--- src/rtl/seg7_pkg.sv ---
// Shared glyphs, hex-to-glyph lookup and scan FSM states
// for the seven-segment scan driver. Segments {g,f,e,d,c,b,a}, 0 = lit.
package seg7_pkg;

  localparam logic [6:0] GLYPH_0     = 7'b1000000;
  localparam logic [6:0] GLYPH_1     = 7'b1111001;
  localparam logic [6:0] GLYPH_2     = 7'b0100100;
  localparam logic [6:0] GLYPH_3     = 7'b0110000;
  localparam logic [6:0] GLYPH_4     = 7'b0011001;
  localparam logic [6:0] GLYPH_5     = 7'b0010010;
  localparam logic [6:0] GLYPH_6     = 7'b0000010;
  localparam logic [6:0] GLYPH_7     = 7'b1111000;
  localparam logic [6:0] GLYPH_8     = 7'b0000000;
  localparam logic [6:0] GLYPH_9     = 7'b0010000;
  localparam logic [6:0] GLYPH_A     = 7'b0001000;
  localparam logic [6:0] GLYPH_B     = 7'b0000011;
  localparam logic [6:0] GLYPH_C     = 7'b1000110;
  localparam logic [6:0] GLYPH_D     = 7'b0100001;
  localparam logic [6:0] GLYPH_E     = 7'b0000110;
  localparam logic [6:0] GLYPH_F     = 7'b0001110;
  localparam logic [6:0] GLYPH_DASH  = 7'b0111111;
  localparam logic [6:0] GLYPH_BLANK = 7'b1111111;

  typedef enum logic [1:0] {
    IDLE,
    CONVERT,
    COMMIT
  } state_t;

  function automatic logic [6:0] hex_glyph(
    input logic [3:0] h
  );
    logic [6:0] g;
    g = GLYPH_BLANK;
    unique case (h)
      4'h0: g = GLYPH_0;
      4'h1: g = GLYPH_1;
      4'h2: g = GLYPH_2;
      4'h3: g = GLYPH_3;
      4'h4: g = GLYPH_4;
      4'h5: g = GLYPH_5;
      4'h6: g = GLYPH_6;
      4'h7: g = GLYPH_7;
      4'h8: g = GLYPH_8;
      4'h9: g = GLYPH_9;
      4'hA: g = GLYPH_A;
      4'hB: g = GLYPH_B;
      4'hC: g = GLYPH_C;
      4'hD: g = GLYPH_D;
      4'hE: g = GLYPH_E;
      4'hF: g = GLYPH_F;
    endcase
    return g;
  endfunction

endpackage

--- src/rtl/seven_segment_scan_driver_bin2bcd.sv ---
// Sequential double-dabble: one shift-add-3 step per clock, DATA_W steps.
// Ports: start (loads bin), bcd (result, held after finish), done (last step now).
module bin2bcd_seq #(
  parameter int DATA_W = 16,
  parameter int BCD_W  = 4 * ((DATA_W + 2) / 3)
) (
  input  logic              clk,
  input  logic              rst,
  input  logic              start,
  input  logic [DATA_W-1:0] bin,
  output logic [BCD_W-1:0]  bcd,
  output logic              done
);

  localparam int SH_W  = BCD_W + DATA_W;
  localparam int CNT_W = $clog2(DATA_W + 1);

  logic [SH_W-1:0]  sh;
  logic [SH_W-1:0]  adj;
  logic [CNT_W-1:0] cnt;
  logic             run;

  // Add 3 to every BCD nibble >= 5 before the shift.
  always_comb begin
    adj = sh;
    for (int i = 0; i < BCD_W / 4; i++) begin
      if (sh[DATA_W+4*i +: 4] >= 4'd5)
        adj[DATA_W+4*i +: 4] =
          sh[DATA_W+4*i +: 4] + 4'd3;
    end
  end

  assign done = run && (cnt == CNT_W'(DATA_W - 1));
  assign bcd  = sh[DATA_W +: BCD_W];

  always_ff @(posedge clk) begin
    if (rst) begin
      sh  <= '0;
      cnt <= '0;
      run <= 1'b0;
    end else if (start) begin
      sh  <= {{BCD_W{1'b0}}, bin};
      cnt <= '0;
      run <= 1'b1;
    end else if (run) begin
      sh  <= adj << 1;
      cnt <= cnt + CNT_W'(1);
      if (done)
        run <= 1'b0;
    end
  end

endmodule

--- src/rtl/seven_segment_scan_driver.sv ---
// N-digit multiplexed 7-seg driver: hex/decimal, blanking, dp, overflow dash.
// Ports: value/load/mode/blank_lz/dp_mask in; busy, seg, dp, anode (active low) out.
module seven_segment_scan_driver
  import seg7_pkg::*;
#(
  parameter int NUM_DIGITS  = 4,
  parameter int DATA_W      = 16,
  parameter int REFRESH_DIV = 100000
) (
  input  logic                  clk,
  input  logic                  rst,
  input  logic [DATA_W-1:0]     value,
  input  logic                  load,
  input  logic                  mode,
  input  logic                  blank_lz,
  input  logic [NUM_DIGITS-1:0] dp_mask,
  output logic                  busy,
  output logic [6:0]            seg,
  output logic                  dp,
  output logic [NUM_DIGITS-1:0] anode
);

  localparam int HEX_W  = 4 * NUM_DIGITS;
  localparam int BCD_W  = 4 * ((DATA_W + 2) / 3);
  // Extra nibble keeps the overflow shift below full width.
  localparam int VEXT_W =
    ((DATA_W > HEX_W) ? DATA_W : HEX_W) + 4;
  localparam int BEXT_W =
    ((BCD_W > HEX_W) ? BCD_W : HEX_W) + 4;
  localparam int RC_W   = $clog2(REFRESH_DIV);
  localparam int IDX_W  =
    (NUM_DIGITS > 1) ? $clog2(NUM_DIGITS) : 1;

  state_t state, state_nx;

  logic                  capture;
  logic                  conv_start;
  logic                  conv_done;
  logic                  commit;
  logic [BCD_W-1:0]      bcd;

  logic                  pend_blank;
  logic [NUM_DIGITS-1:0] pend_dp;

  logic [NUM_DIGITS-1:0][3:0] disp_dig;
  logic                       disp_ovf;
  logic                       disp_blank;
  logic [NUM_DIGITS-1:0]      disp_dp;

  logic [VEXT_W-1:0]          val_ext;
  logic [BEXT_W-1:0]          bcd_ext;
  logic [NUM_DIGITS-1:0][3:0] hex_dig;
  logic [NUM_DIGITS-1:0][3:0] dec_dig;
  logic                       hex_ovf;
  logic                       dec_ovf;

  logic [RC_W-1:0]       rc;
  logic [IDX_W-1:0]      idx;
  logic [NUM_DIGITS-1:0] blank_vec;
  logic                  nz_seen;
  logic [6:0]            seg_nx;

  assign capture    = load && (state == IDLE);
  assign conv_start = capture && mode;

  bin2bcd_seq #(
    .DATA_W (DATA_W),
    .BCD_W  (BCD_W)
  ) u_bin2bcd (
    .clk   (clk),
    .rst   (rst),
    .start (conv_start),
    .bin   (value),
    .bcd   (bcd),
    .done  (conv_done)
  );

  always_ff @(posedge clk) begin
    if (rst) state <= IDLE;
    else     state <= state_nx;
  end

  always_comb begin
    state_nx = state;
    busy     = 1'b1;
    commit   = 1'b0;
    unique case (state)
      IDLE: begin
        busy = 1'b0;
        if (conv_start) state_nx = CONVERT;
      end
      CONVERT: begin
        if (conv_done) state_nx = COMMIT;
      end
      COMMIT: begin
        commit   = 1'b1;
        state_nx = IDLE;
      end
      default: state_nx = IDLE;
    endcase
  end

  assign val_ext = VEXT_W'(value);
  assign bcd_ext = BEXT_W'(bcd);
  assign hex_ovf = |(val_ext >> HEX_W);
  assign dec_ovf = |(bcd_ext >> HEX_W);

  always_comb begin
    for (int i = 0; i < NUM_DIGITS; i++) begin
      hex_dig[i] = val_ext[4*i +: 4];
      dec_dig[i] = bcd_ext[4*i +: 4];
    end
  end

  // Decimal attributes wait here so the old display stays intact.
  always_ff @(posedge clk) begin
    if (rst) begin
      pend_blank <= 1'b0;
      pend_dp    <= '0;
    end else if (conv_start) begin
      pend_blank <= blank_lz;
      pend_dp    <= dp_mask;
    end
  end

  always_ff @(posedge clk) begin
    if (rst) begin
      disp_dig   <= '0;
      disp_ovf   <= 1'b0;
      disp_blank <= 1'b0;
      disp_dp    <= '0;
    end else if (capture && !mode) begin
      disp_dig   <= hex_dig;
      disp_ovf   <= hex_ovf;
      disp_blank <= blank_lz;
      disp_dp    <= dp_mask;
    end else if (commit) begin
      disp_dig   <= dec_dig;
      disp_ovf   <= dec_ovf;
      disp_blank <= pend_blank;
      disp_dp    <= pend_dp;
    end
  end

  always_ff @(posedge clk) begin
    if (rst) begin
      rc  <= '0;
      idx <= '0;
    end else if (rc == RC_W'(REFRESH_DIV - 1)) begin
      rc <= '0;
      if (idx == IDX_W'(NUM_DIGITS - 1))
        idx <= '0;
      else
        idx <= idx + IDX_W'(1);
    end else begin
      rc <= rc + RC_W'(1);
    end
  end

  // Blank zeros above the top nonzero digit; digit 0 always shows.
  always_comb begin
    nz_seen   = 1'b0;
    blank_vec = '0;
    for (int i = NUM_DIGITS - 1; i >= 0; i--) begin
      nz_seen      = nz_seen || (disp_dig[i] != 4'h0);
      blank_vec[i] = disp_blank && !nz_seen && (i != 0);
    end
  end

  always_comb begin
    seg_nx = hex_glyph(disp_dig[idx]);
    if (disp_ovf)            seg_nx = GLYPH_DASH;
    else if (blank_vec[idx]) seg_nx = GLYPH_BLANK;
  end

  always_ff @(posedge clk) begin
    if (rst) begin
      seg   <= GLYPH_BLANK;
      dp    <= 1'b1;
      anode <= '1;
    end else begin
      seg   <= seg_nx;
      dp    <= ~disp_dp[idx];
      anode <= ~(NUM_DIGITS'(1) << idx);
    end
  end

endmodule

--- config.mk ---
export PLATFORM = sky130hd
export DESIGN_NAME = seven_segment_scan_driver
export DESIGN_NICKNAME = d
export VERILOG_FILES = /design/src/rtl/seg7_pkg.sv /design/src/rtl/seven_segment_scan_driver_bin2bcd.sv /design/src/rtl/seven_segment_scan_driver.sv
export SDC_FILE = /design/constraint.sdc
export NUM_CORES = 1
export LEC_CHECK = 0
export BUFFER_PORTS_ARGS = -buffer_cell sky130_fd_sc_hd__buf_2
export CAP_MARGIN = 20
export CORE_MARGIN = 2
export CORE_UTILIZATION = 50
export CTS_CLUSTER_SIZE = 30
export DETAILED_ROUTE_END_ITERATION = 7
export GPL_TIMING_DRIVEN = 0
export HOLD_SLACK_MARGIN = 0.03
export PLACE_DENSITY = 0.73
export SYNTH_ARGS = -nofsm -noshare
export SYNTH_HDL_FRONTEND = slang
export SYNTH_HIERARCHICAL = 1
export SYNTH_SLANG_ARGS = --single-unit
export TNS_END_PERCENT = 1
--- constraint.sdc ---
create_clock -name clk -period 2.35 [get_ports clk]
set_input_delay 0.47 -clock clk [delete_from_list [all_inputs] [get_ports clk]]
set_output_delay 0.47 -clock clk [all_outputs]
set_load 0.02 [all_outputs]
==> results <==
- STA classifies the critical path endpoint as a flop.
- The number of setup buffers added after CTS is 0.
- For this run, the register share of the synthesized area comes to 0.393.
- At the later pin of the worst-skew pair, clock insertion delay measures 390 ps.
- In the final layout, the share of cells above drive strength 1 is 0.172.
- The hold violation total from the final report is 0.
- From bottom edge to top edge, the die measures 108 um.
- Buffers placed on the I/O ports in this run total 37.
- The sequential group share of total power is 0.536.
- The via count of the first global-routing pass is 4425.
- The worst endpoint data arrival time is around 2500 ps.
- The floorplan step defined a die boundary enclosing about 12000 um2.
- The signal on the critical path passes through buf_4 -> mux4_2 -> inv_2 -> ha_1 -> inv_1 -> mux4_2 -> nand2b_1.
- The antenna violation net count after detailed routing is 0.
- The clock transition time at the flip-flop clock pins of the worst setup and hold paths is approximately 110 ps.
- The number of pins with negative max-slew slack in the final report came to 0.
- The slew at the pin with the worst max-slew slack is around 570 ps.
- After detailed routing, the number of vias per cell comes to roughly 5.8.
- The fraction of post-synthesis cell area in the top cell type by area is 0.393.
- The number of vias after detailed routing is 4506.
- The clock tree from TritonCTS is built.
- IR analysis of the VDD net gives a maximum drop of 0.422 mV.
- The count of cells in the finished layout, fillers not included, comes to 781.
- Internal power comes to about 2600 uW.
- Of the total power, the share spent switching nets is 0.285.
- The die is around 110 um wide.
- The cell with the biggest individual delay on the critical path is mux4_2.
- The largest net degree at the start of global routing is 20.
- The number of antenna violations at the first check in global routing is 0.
- The number of nets in the finished design is just under 700.
- The fraction of synthesis flops using an asynchronous set or reset pin is 0.
- The startpoint of the worst register-to-register path is idx[0].
- The worst-case reg-to-reg path depth is 7.
- The net load switching power is around 1000 uW.
- Of the total power, combinational logic draws 0.130.
- Of the available clock period, the critical path in the final layout requires 0.951.
- The path class of the tightest hold or removal check is in2reg.
- The delay of the slowest cell on the worst path is around 600 ps.
- In this run the register-to-register setup slack is 110 ps.
- The critical path starts at idx[0].
- The cell that appears most often on the critical path is mux4_2.
- The most common cell in the netlist is dfxtp_1.
- Counting every sink on the clock net gives ~110.
- Power spread over the standard cell area amounts to a little over 600 nW/um2.
- The routed length on met2 is 6.21 mm.
- Counting tap cells, the placed design contains a total of 765 instances.
- After legalization and detailed placement, the total HPWL measured about 9 mm.
- Synthesis produced approximately 590 cells.
- The critical path endpoint is seg[3].
- The violation count after the first detailed-route iteration is approximately 330.
- The worst setup path is launched from a flop.
- The number of filler instances in the final layout is approximately 920.
- The synthesized netlist occupies a cell area of 5400 um2.
- Max-cap violations in this run came to 0.
- The maximum operating frequency is between 400 and 500 MHz.
- Setup violations remaining at the end of the flow were counted as 0.
- Signal routing reaches up to met4.
- The reported leakage power is around 0.0021 uW.
- Synthesis produced a netlist with a net count of ~640.
- The number of CTS-inserted buffers is 9.
- The final instance area is 5980 um2.
- Summed over all layers, the routed wires come to ~13 mm.
- In the synthesized netlist, the cells that appear most often are dfxtp_1, nor2_1, mux2i_1.
- After detailed routing, the met3 layer carries ~630 um of wire.
- The clock passes through at most 2 buffers.
- The clock root buffer is clkbuf_8.
- The run finished with clean final reports.
- The largest total area in the synthesized netlist belongs to dfxtp_1.
- Between clock sinks in the finished design, the worst skew comes to approximately 9.5 ps.
- The region available for standard cell placement spans roughly 10000 um2.
- 0 antenna diodes ended up in the layout.
- The worst relative slew slack is 0.618.
- The endpoint required time on the critical path is approximately 2600 ps.
- Of all nets on the critical path, the largest fanout is 10.
- The wire length on met1 is 5.72 mm.
- The number of warnings reported in the yosys synthesis log is 6.
- The post-synthesis register bit count is roughly 110.
- In the final timing run, aggregate negative setup slack is 0 ps.
- Relative to the synthesized area, the layout overhead comes to 10.7%.
- Ranked by total cell area, the synthesized netlist is headed by dfxtp_1, mux2i_1, ha_1.
- The placed instances occupy a cell area of around 5800 um2.
- In the routed design, unresolved DRC markers number 0.
- The flip-flop cell with the highest count after synthesis is dfxtp_1.
- The average cell area after synthesis is approximately 9.1 um2.
- The overall fraction of global-route tracks in use is 0.233.
- In the final routed layout, each cell accounts on average for approximately 16 um.
- Setup repair after global routing left no endpoint under its margin.
- The total grt overflow is 0.
- The pre-antenna-repair detailed-routing pass consisted of 5 iterations.
- The time the worst path needs with I/O delays and setup is approximately 2200 ps.
- The first global-routing pass estimated roughly 21 mm of wire.
- The effective utilization at floorplan is 0.519.
- The number of I/O pins is 38.
- The H-tree depth is 3.
- The floorplan has 37 rows.
- Counting flops with a built-in enable in the synthesized netlist gives 0.
- Final hold analysis gives a worst-case slack of roughly 330 ps.
- Of the total power, the clock network draws 0.334.
- The category of the critical setup timing path is reg2reg.
- The reg-to-reg critical path endpoint is seg[3].
- The number of distinct library cells after synthesis is 51.
- The final weighted congestion in routability-driven placement is between 0.8 and 0.9.
cell type report:
class	count	area, um2	share of cell area
sequential	106	2120	0.355
clock buffer	9	124	0.0207
clock inverter	7	88.8	0.0148
multi-input combinational	424	3000	0.501
buffer	33	184	0.0307
timing repair buffer	38	190	0.0318
inverter	28	105	0.0176
tap	136	170	0.0284
what timing repair did:
action,in CTS,in global routing
gates resized for setup,3,3
setup endpoints to repair,4,27
hold buffers,0,0
pin swaps,0,0
sequential cells by signal, indices dropped and copies added, names as in the netlist:
register and cells:
disp_ovf 1, anode 4, u_bin2bcd/cnt 5, seg 7
disp_dp 4, pend_dp 4, disp_blank 1, u_bin2bcd/sh 40
dp 1, pend_blank 1, rc 17, u_bin2bcd/run 1
disp_dig 16, state 2, idx 2
kinds of logic (layout without fill, tap and decap cells):
logic type      after synthesis  after routing  synth area share
simple gates                212            212             0.199
flops                       106            106             0.393
compound gates              103            103             0.130
mux                          66             66             0.138
buf+inv                      62            115            0.0537
fa+ha+maj                    25             25            0.0579
xor+xnor                     18             18            0.0292
power groups by stage:
stage               clock, uW  sequential (uW)  combinational (uW)
floorplan                   0             1980                 314
global placement            0             1970                 445
detailed placement          0             1980                 462
CTS                      1230             1940                 466
global route             1300             1950                 522
finish                   1210             1940                 470
layout by cell type (no fill, tap or decap), types with 5 or more instances in the layout:
master / instances
or3b_2: 5
o21ai_0: 21
clkbuf_8: 9
mux2i_1: 45
nand3b_1: 5
nand2_1: 34
ha_1: 25
a21oi_1: 20
xor2_1: 10
clkbuf_1: 11
mux4_2: 5
and2_1: 5
xnor2_1: 8
o211ai_1: 7
a31oi_1: 9
inv_1: 26
nor2_1: 79
nand2b_1: 17
a211oi_1: 19
mux2_2: 16
a2111o_1: 8
nor2b_1: 5
nand4_1: 5
dfxtp_1: 105
buf_2: 52
nand3_1: 20
or3_1: 6
routing by layer:
metal | GRT usage | up-vias
met5 | 0 | -
li1 | - | 2191
met2 | 0.388 | 123
met4 | 0.0879 | 0
met3 | 0.0434 | 17
met1 | 0.300 | 2175
worst min path at each step:
stage                   start                to  slack, ps  depth (start not counted)
floorplan               rc[0]             rc[0]        430                          1
global placement        rc[0]             rc[0]        440                          1
detailed placement      rc[0]             rc[0]        450                          1
CTS                 value[13]  u_bin2bcd/sh[13]        330                          3
global route         value[4]   u_bin2bcd/sh[4]        330                          3
finish               value[5]   u_bin2bcd/sh[5]        330                          3
worst max-delay path, delay by kind of cell (launching register included):
kind / cells / cell delay (ps)
fa+ha+maj: 1 / 160
buf+inv: 3 / 380
flops: 1 / 390
mux: 2 / 1040
simple gates: 1 / 150
metrics by stage:
stage	util	total power [uW]	worst slack [ps]
CTS	0.574	3640	0.494
finish	0.574	3620	115
floorplan	-	2290	167
detailed placement	0.553	2440	-107
global route	0.574	3780	3.12
global placement	0.553	2420	-81.6
(Power assumes the default switching activity.)
